## src/rtl/axi2ahb_wdata_if.sv

```systemverilog
// AXI W/B channel and AHB write-data signals shared between the bridge
// write-data path (slave) and whatever drives the AXI/AHB side (master).
interface axi2ahb_wdata_if #(
    parameter int AXI_ID_WIDTH   = 1,
    parameter int AXI_DATA_WIDTH = 32
);
    logic [AXI_DATA_WIDTH-1:0]   WDATA;
    logic [AXI_DATA_WIDTH/8-1:0] WSTRB;
    logic                        WLAST;
    logic                        WVALID;
    logic                        WREADY;
    logic [AXI_ID_WIDTH-1:0]     BID;
    logic [1:0]                  BRESP;
    logic                        BVALID;
    logic                        BREADY;
    logic [AXI_DATA_WIDTH-1:0]   HWDATA;
    logic                        HREADY;
    logic                        HRESP;

    modport slave (
        input  WDATA, WSTRB, WLAST, WVALID, BREADY, HREADY, HRESP,
        output WREADY, BID, BRESP, BVALID, HWDATA
    );

    modport master (
        output WDATA, WSTRB, WLAST, WVALID, BREADY, HREADY, HRESP,
        input  WREADY, BID, BRESP, BVALID, HWDATA
    );
endinterface

```

## src/rtl/axi2ahb_wdata.sv

```systemverilog
// Write-data path of the AXI-to-AHB bridge: buffers W beats for the AHB data
// phase, folds AHB/command errors per burst and queues one B response per burst.
module axi2ahb_wdata #(
    parameter int AXI_ID_WIDTH   = 1,
    parameter int AXI_DATA_WIDTH = 32,
    parameter int WDATA_DEPTH    = 8,
    parameter int BRESP_DEPTH    = 4
) (
    input  logic                    ACLK,
    input  logic                    ARESETN,
    axi2ahb_wdata_if.slave          bus,
    input  logic [AXI_ID_WIDTH-1:0] cmd_id_i,
    input  logic                    cmd_error_i,
    output logic                    ctrl_wdata_ready_o,
    input  logic                    ctrl_wdata_valid_i,
    input  logic                    ctrl_wdata_last_i
);
    localparam int WAW = $clog2(WDATA_DEPTH);
    localparam int BAW = $clog2(BRESP_DEPTH);
    localparam int WEW = AXI_DATA_WIDTH + 1;
    localparam int BEW = AXI_ID_WIDTH + 2;
    localparam logic [WAW:0] W_FULL_CNT = (WAW+1)'(WDATA_DEPTH);
    localparam logic [BAW:0] B_FULL_CNT = (BAW+1)'(BRESP_DEPTH);

    logic [WEW-1:0] w_mem [WDATA_DEPTH];
    logic [WAW-1:0] w_wr_ptr, w_rd_ptr;
    logic [WAW:0]   w_count;
    logic           w_full, w_empty, w_push;
    logic [WEW-1:0] w_head;
    logic           head_last;

    logic [BEW-1:0] b_mem [BRESP_DEPTH];
    logic [BAW-1:0] b_wr_ptr, b_rd_ptr;
    logic [BAW:0]   b_count;
    logic           b_full, b_empty, b_push, b_pop;
    logic [BEW-1:0] b_head;
    logic [BEW-1:0] b_entry;

    logic           pop;
    logic           err_q;
    logic           err_now;
    logic           beat_err;
    logic           unused_wstrb;

    // Strobes are not needed: HSIZE from the address path already sizes the transfer.
    assign unused_wstrb = ^bus.WSTRB;

    assign w_full    = (w_count == W_FULL_CNT);
    assign w_empty   = (w_count == '0);
    assign w_push    = bus.WVALID && !w_full;
    assign w_head    = w_mem[w_rd_ptr];
    assign head_last = w_head[0];

    assign b_full  = (b_count == B_FULL_CNT);
    assign b_empty = (b_count == '0);
    assign b_head  = b_mem[b_rd_ptr];
    assign b_pop   = !b_empty && bus.BREADY;

    // A beat is only offered when its burst response is guaranteed a B slot.
    assign ctrl_wdata_ready_o = !w_empty && !b_full;
    assign pop    = ctrl_wdata_valid_i && bus.HREADY && ctrl_wdata_ready_o;
    assign b_push = pop && ctrl_wdata_last_i;

    assign err_now  = cmd_error_i
                   || (bus.HRESP && ctrl_wdata_valid_i)
                   || (pop && (head_last != ctrl_wdata_last_i));
    assign beat_err = err_q || err_now;
    assign b_entry  = {cmd_id_i, (beat_err ? 2'b10 : 2'b00)};

    assign bus.WREADY = !w_full;
    assign bus.HWDATA = w_empty ? '0 : w_head[WEW-1:1];
    assign bus.BVALID = !b_empty;
    assign bus.BID    = b_empty ? '0 : b_head[BEW-1:2];
    assign bus.BRESP  = b_empty ? 2'b00 : b_head[1:0];

    always_ff @(posedge ACLK) begin
        if (w_push) begin
            w_mem[w_wr_ptr] <= {bus.WDATA, bus.WLAST};
        end
        if (b_push) begin
            b_mem[b_wr_ptr] <= b_entry;
        end
    end

    always_ff @(posedge ACLK or negedge ARESETN) begin
        if (!ARESETN) begin
            w_wr_ptr <= '0;
            w_rd_ptr <= '0;
            w_count  <= '0;
        end else begin
            if (w_push) begin
                w_wr_ptr <= w_wr_ptr + WAW'(1);
            end
            if (pop) begin
                w_rd_ptr <= w_rd_ptr + WAW'(1);
            end
            case ({w_push, pop})
                2'b10:   w_count <= w_count + (WAW+1)'(1);
                2'b01:   w_count <= w_count - (WAW+1)'(1);
                default: w_count <= w_count;
            endcase
        end
    end

    always_ff @(posedge ACLK or negedge ARESETN) begin
        if (!ARESETN) begin
            b_wr_ptr <= '0;
            b_rd_ptr <= '0;
            b_count  <= '0;
        end else begin
            if (b_push) begin
                b_wr_ptr <= b_wr_ptr + BAW'(1);
            end
            if (b_pop) begin
                b_rd_ptr <= b_rd_ptr + BAW'(1);
            end
            case ({b_push, b_pop})
                2'b10:   b_count <= b_count + (BAW+1)'(1);
                2'b01:   b_count <= b_count - (BAW+1)'(1);
                default: b_count <= b_count;
            endcase
        end
    end

    // The last beat hands the accumulated status to the B entry, so clearing wins.
    always_ff @(posedge ACLK or negedge ARESETN) begin
        if (!ARESETN) begin
            err_q <= 1'b0;
        end else if (b_push) begin
            err_q <= 1'b0;
        end else if (err_now) begin
            err_q <= 1'b1;
        end
    end
endmodule

```

## src/flat_wrapper.sv

```systemverilog
// flat-port wrapper written by rule: the top's interface ports become plain ports
module axi2ahb_wdata_flat 
#(
    parameter int AXI_ID_WIDTH   = 1,
    parameter int AXI_DATA_WIDTH = 32,
    parameter int WDATA_DEPTH    = 8,
    parameter int BRESP_DEPTH    = 4
)
  (ACLK, ARESETN, cmd_id_i, cmd_error_i, ctrl_wdata_ready_o, ctrl_wdata_valid_i, ctrl_wdata_last_i, bus_WDATA, bus_WSTRB, bus_WLAST, bus_WVALID, bus_BREADY, bus_HREADY, bus_HRESP, bus_WREADY, bus_BID, bus_BRESP, bus_BVALID, bus_HWDATA);
  axi2ahb_wdata_if #(.AXI_ID_WIDTH(AXI_ID_WIDTH), .AXI_DATA_WIDTH(AXI_DATA_WIDTH)) bus_i ();
  input  logic ACLK;
  input  logic ARESETN;
  input  logic [AXI_ID_WIDTH-1:0] cmd_id_i;
  input  logic cmd_error_i;
  output logic ctrl_wdata_ready_o;
  input  logic ctrl_wdata_valid_i;
  input  logic ctrl_wdata_last_i;
  input wire logic [$bits(bus_i.WDATA)-1:0] bus_WDATA;
  input wire logic [$bits(bus_i.WSTRB)-1:0] bus_WSTRB;
  input wire logic [$bits(bus_i.WLAST)-1:0] bus_WLAST;
  input wire logic [$bits(bus_i.WVALID)-1:0] bus_WVALID;
  input wire logic [$bits(bus_i.BREADY)-1:0] bus_BREADY;
  input wire logic [$bits(bus_i.HREADY)-1:0] bus_HREADY;
  input wire logic [$bits(bus_i.HRESP)-1:0] bus_HRESP;
  output wire logic [$bits(bus_i.WREADY)-1:0] bus_WREADY;
  output wire logic [$bits(bus_i.BID)-1:0] bus_BID;
  output wire logic [$bits(bus_i.BRESP)-1:0] bus_BRESP;
  output wire logic [$bits(bus_i.BVALID)-1:0] bus_BVALID;
  output wire logic [$bits(bus_i.HWDATA)-1:0] bus_HWDATA;
  assign bus_i.WDATA = bus_WDATA;
  assign bus_i.WSTRB = bus_WSTRB;
  assign bus_i.WLAST = bus_WLAST;
  assign bus_i.WVALID = bus_WVALID;
  assign bus_i.BREADY = bus_BREADY;
  assign bus_i.HREADY = bus_HREADY;
  assign bus_i.HRESP = bus_HRESP;
  assign bus_WREADY = bus_i.WREADY;
  assign bus_BID = bus_i.BID;
  assign bus_BRESP = bus_i.BRESP;
  assign bus_BVALID = bus_i.BVALID;
  assign bus_HWDATA = bus_i.HWDATA;
  axi2ahb_wdata #(.AXI_ID_WIDTH(AXI_ID_WIDTH), .AXI_DATA_WIDTH(AXI_DATA_WIDTH), .WDATA_DEPTH(WDATA_DEPTH), .BRESP_DEPTH(BRESP_DEPTH)) u_core (.ACLK(ACLK), .ARESETN(ARESETN), .bus(bus_i), .cmd_id_i(cmd_id_i), .cmd_error_i(cmd_error_i), .ctrl_wdata_ready_o(ctrl_wdata_ready_o), .ctrl_wdata_valid_i(ctrl_wdata_valid_i), .ctrl_wdata_last_i(ctrl_wdata_last_i));
endmodule
```

## config.mk

```make
export PLATFORM = sky130hd
export DESIGN_NAME = axi2ahb_wdata_flat
export DESIGN_NICKNAME = d
export VERILOG_FILES = /design/src/rtl/axi2ahb_wdata_if.sv /design/src/rtl/axi2ahb_wdata.sv /design/src/flat_wrapper.sv
export SDC_FILE = /design/constraint.sdc
export NUM_CORES = 1
export LEC_CHECK = 0
export ABC_AREA = 0
export BUFFER_PORTS_ARGS = -buffer_cell sky130_fd_sc_hd__buf_4
export CORE_ASPECT_RATIO = 0.75
export CORE_UTILIZATION = 48
export CTS_BUF_LIST = sky130_fd_sc_hd__clkbuf_4
export CTS_CLUSTER_SIZE = 40
export DETAILED_ROUTE_END_ITERATION = 6
export PLACE_DENSITY = 0.68
export SYNTH_ARGS = -nofsm -noshare
export SYNTH_HDL_FRONTEND = slang
export SYNTH_SLANG_ARGS = --single-unit
```

## constraint.sdc

```tcl
create_clock -name ACLK -period 12.82 [get_ports ACLK]
set_input_delay 1.282 -clock ACLK [delete_from_list [all_inputs] [get_ports ACLK]]
set_output_delay 1.282 -clock ACLK [all_outputs]
set_load 0.02 [all_outputs]
```

==> results_dict.tcl <==
set metrics [dict create \
    status "finished, final reports clean" \
    design_area_sq_mm 0.0133 \
    ys_seq_elements 290 \
    antenna_found_initial 0 \
    grt_usage_pct 18.9 \
    worstPathRequired_ps 11540 \
    worst_pin_slew_ps 1010 \
    netlist_instances 535 \
    h-tree-depth 3 \
    start_util_pct 49.4 \
    synth_nets 593 \
    drive_above_1_share_pct 39.0 \
    top_layer "met4" \
    first_iter_violations 319 \
    worst_skew_pair.late_latency_ps 650 \
    postCtsSetupRepairBufs 0 \
    netlist_area_sq_mm 0.0115 \
    rows 48 \
    final_nets 733 \
    seq_area_sq_mm 0.00862 \
    cts_buffers 70 \
    yosys.area_share.adder_pct 1.26 \
    grt_max_degree 49 \
    clk_path_buf_depth 3 \
    clockRootBuffer "clkbuf_4" \
    cp-end-kind "primary output" \
    yosys_warnings 0 \
    drv_cap 0 \
    die_h_microns 136 \
    rsz0062_at_grt "false" \
    synth-simple-area-share_pct 2.89 \
    startpoint_type "flop" \
    final_cell_mix "edfxtp_1, clkbuf_4, buf_4" \
    postRouteAntennaNets 0 \
    multi_input_area_sq_mm 0.00267 \
    areaGrowthSynthToFinish_pct 16.1 \
    placed_cell_area_sq_mm 0.0124 \
    finalHoldViolCount 0 \
    layout_commonest_cell "edfxtp_1" \
    vias 5507 \
    fill_cells 1760 \
    seq_area_frac_synth_pct 75.1 \
    yosys.area.top_type "edfxtp_1" \
    wl_met3_mm 1.65 \
    synth_top_family_by_area "multiplexers" \
    insertedDiodeCount 0 \
    p_leak_nw 4.69 \
    fin_crit_ps 4550 \
    crit_path_max_fanout 48 \
    cts_tree "done" \
    grt_pass1_wl_mm 33.9 \
    wl_met1_mm 9.30 \
    hold_buffers 0 \
    postLayoutCoreUtil_pct 57.4 \
    cts.sinks 290 \
    cp_data_arrival_time_ps 3270 \
    synth-xor-area-share_pct 1.22 \
    grt_pass1_vias 5985 \
    wl_per_cell_microns 21.2 \
    synth_compound_area_share_pct 0.621 \
    post-route-worst-setup-slack_ps 8270 \
    cts.repair.resized 0 \
    fmax_mhz 220 \
    first_pass_iters 4 \
    via_per_inst 5.36 \
    ir_drop_v 0.000138 \
    dieWidth_microns 181 \
    relSlewSlack_pct 32.5 \
    slew_viol_final 0 \
    post-place-ws_ps 8820 \
    yosys.area.top_type_share_pct 71.1 \
    clk_pin_slew_worst_paths_ps 70 \
    met2_length_mm 10.6 \
    io_pins 85 \
    pwr_density_cell_mw_per_mm2 233 \
    drc 0 \
    hpwlAfterDp_mm 12.3 \
    finClkSkew_ps 36.4 \
    overflow 0 \
    core_sq_mm 0.0232 \
    muxShareOfSynthArea_pct 16.8 \
    synth_cell_type_count 41 \
    postRouteWirelength_mm 21.8 \
    min_period_over_period_pct 35.5 \
    finalSetupViolCount 0 \
    fin_tns_setup_ps 0 \
    globalplace.congestion 0.747 \
    synth.area.top_cells "edfxtp_1, mux4_2, dfrtp_1" \
    syn_area_per_cell_sq_um 21.5 \
    port_buffers 79 \
    die_area_sq_mm 0.0245 \
    crit_type "flop to primary output" \
    hold_class "input port to async pin" \
]
[flip-flops by register name (all words and copies together) (netlist names)]
register,flops
u_core.b_count,3
u_core.b_mem,8
u_core.b_rd_ptr,2
u_core.b_wr_ptr,2
u_core.err_q,1
u_core.w_count,4
u_core.w_mem,264
u_core.w_rd_ptr,3
u_core.w_wr_ptr,3
[per-stage QoR]
step | std cells | hold slack, ps | power, mW
floorplan | 535 | 481 | 2.04
global placement | 903 | 507 | 2.34
detailed placement | 903 | 540 | 2.37
CTS | 1028 | 446 | 3.16
global route | 1028 | 458 | 3.28
finish | 1028 | 498 | 3.11
[cell type report]
type,count,area share (%)
flip-flops and latches,290,64.7
multi-input cells,213,20.0
clock buffers,105,5.91
repair buffers,93,5.24
well taps,300,2.82
clock inverters,20,1.17
inverters,7,0.197
[per-layer routing]
layer	GRT usage (%)	vias up
li1	-	2496
met5	0	-
met3	5.73	29
met1	24.4	2797
met2	30.5	185
met4	6.74	0
[where the power goes]
group	switching [mW]	leakage [nW]	internal, mW
Clock	0.350	0.559	0.436
Combinational	0.541	1.46	0.477
Sequential	0.111	2.67	1.20
[worst max-delay path: stages (launching register included)]
cell     delay [ps]
dfrtp_4         700
buf_4           810
mux4_1          660
mux2i_1         150
nor2_1          100
buf_4           180
[worst paths after layout]
kind                                           end  slack, ps               start  cells past startpoint
worst max-delay path                bus_HWDATA[19]       8270  u_core.w_rd_ptr[0]                      5
worst min-delay path            u_core.w_wr_ptr[1]        500             ARESETN                      1
worst max register to register  u_core.b_mem[0][1]       9750  u_core.w_rd_ptr[0]                      5
worst min register to register  u_core.b_rd_ptr[1]        540  u_core.b_rd_ptr[1]                      1
max in group asynchronous       u_core.w_rd_ptr[0]      12080             ARESETN                      1
min in group ACLK               u_core.b_rd_ptr[1]        540  u_core.b_rd_ptr[1]                      1
[logic make-up after synthesis]
logic type	count (synthesis)
muxes	105
adders and majority gates	11
and+or+nand+nor	69
DFF	290
xor gates and xnor gates	16
other	1
AOI/OAI and AO/OA	11
buffers and inverters	32
[cells in the mapped netlist]
cell and instances:
xnor2_1 7, edfxtp_1 272, a211oi_2 1, a21oi_1 4
nand3_1 3, nor3_1 5, buf_4 1, mux2i_1 34
o21ai_1 3, buf_8 1, o21ai_0 1, mux4_1 4
and3b_1 1, dfrtp_1 18, ha_1 10, nand2_1 6
nor4_4 1, xor2_1 9, nor3b_1 1, and2_1 4
nor4_1 1, conb_1 1, mux2_1 1, a211oi_1 1
inv_2 1, mux2_2 1, and3_1 4, or3_1 1
clkbuf_1 4, nor2_1 38, a2111o_1 1, nand2b_1 2
buf_2 12, inv_1 6, buf_6 2, nand3b_1 1
buf_12 5, mux4_2 64, mux2_4 1, fa_1 1
nor2b_1 1
(Power assumes the default switching activity.)
